<file path="src/rtl/tex_types.sv">
// tex_types: shared texture-unit types and constants.
// Holds the per-stage texture DCR record (tex_dcrs_t) and the DCR
// offsets of the texture window relative to its base address.
package tex_types;

  localparam int TEX_LOD_MAX     = 11;
  localparam int TEX_LOD_BITS    = 4;
  localparam int TEX_FORMAT_BITS = 3;
  localparam int TEX_FILTER_BITS = 2;
  localparam int TEX_WRAP_BITS   = 3;
  localparam int TEX_ADDR_BITS   = 32;
  localparam int TEX_MIPOFF_BITS = 25;
  localparam int TEX_MIP_IDX_BITS = $clog2(TEX_LOD_MAX + 1);

  // DCR offsets within the texture window
  localparam int TEX_DCR_OFF_BITS = 5;
  localparam logic [TEX_DCR_OFF_BITS-1:0] TEX_DCR_STAGE   = 5'd0;
  localparam logic [TEX_DCR_OFF_BITS-1:0] TEX_DCR_ADDR    = 5'd1;
  localparam logic [TEX_DCR_OFF_BITS-1:0] TEX_DCR_LOGDIM  = 5'd2;
  localparam logic [TEX_DCR_OFF_BITS-1:0] TEX_DCR_FORMAT  = 5'd3;
  localparam logic [TEX_DCR_OFF_BITS-1:0] TEX_DCR_FILTER  = 5'd4;
  localparam logic [TEX_DCR_OFF_BITS-1:0] TEX_DCR_WRAP    = 5'd5;
  localparam logic [TEX_DCR_OFF_BITS-1:0] TEX_DCR_COMMIT  = 5'd6;
  localparam logic [TEX_DCR_OFF_BITS-1:0] TEX_DCR_MIPOFF0 = 5'd7;
  localparam int TEX_DCR_NUM = 7 + TEX_LOD_MAX + 1;

  // logdims/wraps: index 0 = u, index 1 = v
  typedef struct packed {
    logic [TEX_ADDR_BITS-1:0]                     baddr;
    logic [1:0][TEX_LOD_BITS-1:0]                 logdims;
    logic [TEX_FORMAT_BITS-1:0]                   format;
    logic [TEX_FILTER_BITS-1:0]                   filter;
    logic [1:0][TEX_WRAP_BITS-1:0]                wraps;
    logic [TEX_LOD_MAX:0][TEX_MIPOFF_BITS-1:0]    mipoff;
  } tex_dcrs_t;

endpackage

</file>
<file path="src/rtl/tex_dcr_rsp_buf.sv">
// tex_dcr_rsp_buf: single-entry valid/ready output register.
// Ports: clk, rst_n (async, active-low); i_valid/o_ready/i_data upstream;
// o_valid/i_ready/o_data downstream. o_ready is combinational so a full
// buffer that is draining this cycle can take a new entry (1/cycle).
module tex_dcr_rsp_buf #(
  parameter int DATA_W = 32
) (
  input  logic              clk,
  input  logic              rst_n,
  input  logic              i_valid,
  output logic              o_ready,
  input  logic [DATA_W-1:0] i_data,
  output logic              o_valid,
  input  logic              i_ready,
  output logic [DATA_W-1:0] o_data
);

  logic              r_valid;
  logic [DATA_W-1:0] r_data;

  assign o_ready = !r_valid || i_ready;
  assign o_valid = r_valid;
  assign o_data  = r_data;

  // Data is only loaded on accept, so it holds stable while stalled.
  always_ff @(posedge clk or negedge rst_n) begin
    if (!rst_n) begin
      r_valid <= 1'b0;
      r_data  <= '0;
    end else if (i_valid && o_ready) begin
      r_valid <= 1'b1;
      r_data  <= i_data;
    end else if (i_ready) begin
      r_valid <= 1'b0;
    end
  end

endmodule

</file>
<file path="src/rtl/tex_dcr_unit.sv">
// tex_dcr_unit: texture DCR front end.
// DCR writes (dcr_wr_*) land in per-stage shadow state selected by the
// STAGE register; COMMIT publishes shadow to active for the current stage.
// Lookups (req_valid/req_stage/req_ready) return the active record of a
// stage on rsp_valid/rsp_dcrs one cycle later, with rsp_ready back-pressure.
// clk, reset_n: clock and asynchronous active-low reset.
module tex_dcr_unit
  import tex_types::*;
#(
  parameter int NUM_STAGES    = 2,
  parameter int DCR_ADDR_BITS = 12,
  parameter int DCR_DATA_BITS = 32,
  parameter logic [DCR_ADDR_BITS-1:0] DCR_TEX_BASE = 12'h100,
  localparam int STAGE_BITS   = (NUM_STAGES > 1) ? $clog2(NUM_STAGES) : 1
) (
  input  logic                        clk,
  input  logic                        reset_n,
  input  logic                        dcr_wr_valid,
  input  logic [DCR_ADDR_BITS-1:0]    dcr_wr_addr,
  input  logic [DCR_DATA_BITS-1:0]    dcr_wr_data,
  output logic                        dcr_wr_ready,
  input  logic                        req_valid,
  input  logic [STAGE_BITS-1:0]       req_stage,
  output logic                        req_ready,
  output logic                        rsp_valid,
  output logic [$bits(tex_dcrs_t)-1:0] rsp_dcrs,
  input  logic                        rsp_ready
);

  logic                         r_wr_ready;
  logic [STAGE_BITS-1:0]        r_cur_stage;
  tex_dcrs_t                    r_shadow [NUM_STAGES];
  tex_dcrs_t                    r_active [NUM_STAGES];

  logic [DCR_ADDR_BITS-1:0]     w_off_full;
  logic [TEX_DCR_OFF_BITS-1:0]  w_off;
  logic [TEX_MIP_IDX_BITS-1:0]  w_mip_idx;
  logic                         w_wr_hit;
  logic                         w_stage_ok;
  tex_dcrs_t                    w_rd_data;

  assign dcr_wr_ready = r_wr_ready;

  // Addresses below the base wrap to a huge offset, but the explicit
  // base compare keeps that intent obvious for other base/width choices.
  assign w_off_full = dcr_wr_addr - DCR_TEX_BASE;
  assign w_off      = w_off_full[TEX_DCR_OFF_BITS-1:0];
  assign w_mip_idx  = TEX_MIP_IDX_BITS'(w_off - TEX_DCR_MIPOFF0);
  assign w_wr_hit   = dcr_wr_valid && r_wr_ready
                   && (dcr_wr_addr >= DCR_TEX_BASE)
                   && (w_off_full < DCR_ADDR_BITS'(TEX_DCR_NUM));

  always_ff @(posedge clk or negedge reset_n) begin
    if (!reset_n) begin
      r_wr_ready  <= 1'b0;
      r_cur_stage <= '0;
      for (int s = 0; s < NUM_STAGES; s++) begin
        r_shadow[s] <= '0;
        r_active[s] <= '0;
      end
    end else begin
      r_wr_ready <= 1'b1;
      if (w_wr_hit) begin
        case (w_off)
          TEX_DCR_STAGE: begin
            if (dcr_wr_data < DCR_DATA_BITS'(NUM_STAGES))
              r_cur_stage <= dcr_wr_data[STAGE_BITS-1:0];
          end
          TEX_DCR_ADDR:
            r_shadow[r_cur_stage].baddr <= dcr_wr_data[TEX_ADDR_BITS-1:0];
          TEX_DCR_LOGDIM: begin
            r_shadow[r_cur_stage].logdims[0] <= dcr_wr_data[TEX_LOD_BITS-1:0];
            r_shadow[r_cur_stage].logdims[1] <= dcr_wr_data[16 +: TEX_LOD_BITS];
          end
          TEX_DCR_FORMAT:
            r_shadow[r_cur_stage].format <= dcr_wr_data[TEX_FORMAT_BITS-1:0];
          TEX_DCR_FILTER:
            r_shadow[r_cur_stage].filter <= dcr_wr_data[TEX_FILTER_BITS-1:0];
          TEX_DCR_WRAP: begin
            r_shadow[r_cur_stage].wraps[0] <= dcr_wr_data[TEX_WRAP_BITS-1:0];
            r_shadow[r_cur_stage].wraps[1] <= dcr_wr_data[16 +: TEX_WRAP_BITS];
          end
          TEX_DCR_COMMIT:
            r_active[r_cur_stage] <= r_shadow[r_cur_stage];
          default: begin
            if (w_off >= TEX_DCR_MIPOFF0)
              r_shadow[r_cur_stage].mipoff[w_mip_idx] <=
                dcr_wr_data[TEX_MIPOFF_BITS-1:0];
          end
        endcase
      end
    end
  end

  // Read samples active before this edge's COMMIT lands, so a same-cycle
  // commit and accept returns the pre-commit record.
  assign w_stage_ok = (32'(req_stage) < NUM_STAGES);
  assign w_rd_data  = w_stage_ok ? r_active[req_stage] : '0;

  tex_dcr_rsp_buf #(
    .DATA_W ($bits(tex_dcrs_t))
  ) u_rsp_buf (
    .clk     (clk),
    .rst_n   (reset_n),
    .i_valid (req_valid),
    .o_ready (req_ready),
    .i_data  (w_rd_data),
    .o_valid (rsp_valid),
    .i_ready (rsp_ready),
    .o_data  (rsp_dcrs)
  );

endmodule

</file>
<file path="config.mk">
export PLATFORM = sky130hd
export DESIGN_NAME = tex_dcr_unit
export DESIGN_NICKNAME = d
export VERILOG_FILES = /design/src/rtl/tex_types.sv /design/src/rtl/tex_dcr_rsp_buf.sv /design/src/rtl/tex_dcr_unit.sv
export SDC_FILE = /design/constraint.sdc
export NUM_CORES = 2
export LEC_CHECK = 0
export BUFFER_PORTS_ARGS = -buffer_cell sky130_fd_sc_hd__buf_2
export CORE_MARGIN = 2
export CORE_UTILIZATION = 48
export DETAILED_ROUTE_END_ITERATION = 8
export GPL_ROUTABILITY_DRIVEN = 0
export PLACE_DENSITY = 0.72
export SKIP_CTS_REPAIR_TIMING = 1
export SYNTH_ARGS = -nofsm -noshare
export SYNTH_HDL_FRONTEND = slang
export SYNTH_SLANG_ARGS = --single-unit
</file>
<file path="constraint.sdc">
create_clock -name clk -period 3.2 [get_ports clk]
set_input_delay 0.16 -clock clk [delete_from_list [all_inputs] [get_ports clk]]
set_output_delay 0.16 -clock clk [all_outputs]
set_load 0.05 [all_outputs]
</file>
==> metrics.cfg <==
[critical_path]
r2r_cells = 5
worstPathMaxFanout = 7
cp-end-kind = register
critPathLaunchType = register
path_class = reg2reg
cp.required_ns = 3.88
worst_ep_arrival_time_ns = 3.23

[power_and_ir_drop]
ir_drop_uv = 421
power_switching_mw = 9.99
clockPowerShare_pct = 47.3
combPwrFrac_pct = 3.0
swShare_pct = 22.3
seq_power_share_pct = 49.6
power_density_nw_per_um2 = 563
power.internal_mw = 34.8
power.leakage_nw = 41.2

[cells_and_area]
multiInputGateArea_um2 = 23100
fill_cells = 11300
drive_above_1_share_pct = 41.9
final_cell_mix = dfrtp_1 (1758), mux2_2 (1320), buf_2 (401), nand2_1 (357), mux2i_1 (352)
regArea_um2 = 44000
final_nets = 5113
layout_commonest_cell = dfrtp_1
instances_no_fill = 7100
area_growth_pct = 16.4

[synth]
synthArstFlopShare_pct = 100
ys_types = 39
ys_ff_latch = 1758
synth_area_um2 = 68400
yosys_most_used_dff = dfrtp_1
synth_area_leaders = dfrtp_1 (64%), mux2_2 (22%), mux2i_1 (5.1%)
yosysTopAreaCell = dfrtp_1
synth_seq_area_share_pct = 64.3
synth_top_cell_area_share_pct = 64.3
syn_nets = 4684
synth-edff-count = 0
yosysWarnings = 0
syn_inst = 4634
postSynthAreaPerCell_um2 = 14.8

[floorplan]
dieArea_um2 = 146000
core_um2 = 142000
io_pins = 404
die_w_um = 382
rows = 138
start_util_pct = 48.3
die_h_um = 382

[place]
dp.cells = 6759
dp_hpwl_um = 102000
port_buffers = 403
pre_cts_ws_ns = 0.230

[global_route]
grt_start_max_net_pins = 156
grt_usage_pct = 22.8
grt_pass1_vias = 39800
grt-ovfl-total = 0
antenna_found_initial = 22
grt_pass1_wl_um = 251000

[sta]
final.setup.worst_slack_ns = 0.653
max_freq_mhz = 393
period_needed_ns = 2.55
tns_ns = 0
hold_violations = 0
final_max_slew_viol_count = 0
min_period_over_period_pct = 79.6
grt_setup_unrepaired = no
finClkSkew_ns = 0.0358
relSlewSlack_pct = 28.1
setup_viol = 0
tightest_slew_ns = 1.08

[routing]
routed_via_density = 5.40
drtPass1Iterations = 5
avgRoutedWirePerCell_um = 23.3
vias = 38300
finalWirelength_um = 165000
drc = 0
drtAntennaViolNets = 0
drtIter0Drc = 2409

[clocking]
tritoncts = done
htreeDepth = 4
path_clk_slew_ns = 0.06
clock-sinks = 1758
cts_buffers = 177
clock_path_buffers = 3
clock_latency_ns = 0.81
cts_root_buf = clkbuf_16

[hold_path]
min_path_type = in2reg
worst_hold_path.num_cells = 3

[status]
status = finished clean

[job]
cap_violations = 0

-- through the flow --
step / cell area (um2) / utilization [%] / total power [mW] / hold slack [ns]
floorplan: 68400 / - / 23.1 / -0.136
detailed placement: 73400 / 51.8 / 24.0 / 0.114
CTS: 79500 / 56.1 / 45.3 / -0.787
global placement: 73400 / 51.8 / 24.0 / 0.112
finish: 79700 / 56.3 / 44.8 / 0.00356
global route: 79600 / 56.2 / 46.4 / 0.00268
-- cells in the mapped netlist (6+ instances only) --
master,count
and3_1,8
buf_1,10
buf_2,96
buf_4,19
clkbuf_1,196
dfrtp_1,1758
mux2_1,85
mux2_2,1320
mux2i_1,352
nand2_1,359
nand2b_1,6
nand3_1,13
nor2_1,6
nor3_1,10
nor4_1,12
o21ai_0,351
-- routing by layer --
layer  global-route usage (%)  vias to the layer above  share of wire, %
met5                        0                        -             0.062
met3                     5.21                      249               5.3
met2                     35.3                      779                46
met4                     8.17                       16               3.3
li1                         -                    17100                 -
met1                     31.7                    20200                45
-- flip-flops by register name, indices dropped and copies added, names as in the netlist --
name,count
dcr_wr_ready,1
r_active,702
r_cur_stage,1
r_shadow,702
u_rsp_buf.o_data,351
u_rsp_buf.o_valid,1
-- area by class of cell --
cell class / count / area share, %
Tap cell: 1890 / 2.97
Inverter: 1 / 0.00471
Sequential cell: 1758 / 55.2
Antenna cell: 7 / 0.0220
Clock buffer: 259 / 6.51
Timing Repair Buffer: 573 / 5.17
Clock inverter: 60 / 1.13
Multi-Input combinational cell: 2552 / 29.0
-- final timing paths --
| check | from | end | slack [ns] |
|---|---|---|---|
| min reg2reg | u_rsp_buf.o_data[27] | u_rsp_buf.o_data[27] | 0.47 |
| min | dcr_wr_addr[3] | r_shadow[660] | 0.004 |
| max reg2reg | dcr_wr_ready | r_shadow[306] | 0.65 |
| max | dcr_wr_ready | r_shadow[306] | 0.65 |
| max in group asynchronous | reset_n | u_rsp_buf.o_data[28] | 2.12 |
| min in group asynchronous | reset_n | r_shadow[360] | 0.15 |
-- worst max-delay path, cell delays in order, from the launching register on --
cell,delay (ns)
dfrtp_1,0.45
nand2_1,0.25
or4_4,0.59
nor4_1,0.18
dlygate4sd3_1,0.62
mux2_2,0.33
-- kinds of logic (layout without fill, tap and decap cells) --
group	count (synthesis)	after routing	synth area share, %
AO/OA/AOI/OAI	352	352	2.57
buffers and inverters	324	893	2.08
flip-flops	1758	1758	64.3
multiplexers	1757	1757	28.3
other	1	8	0.00548
AND/OR/NAND/NOR	442	442	2.79
-- power by group through the flow --
stage | combinational [mW] | clock (mW) | sequential, mW
4_1_cts | 1.39 | 21.7 | 22.2
5_1_grt | 1.51 | 22.6 | 22.2
6_report | 1.37 | 21.2 | 22.2
3_3_place_gp | 1.37 | 0 | 22.7
2_1_floorplan | 0.444 | 0 | 22.7
3_5_place_dp | 1.38 | 0 | 22.7
No activity file was read; power rests on OpenSTA's default activity.
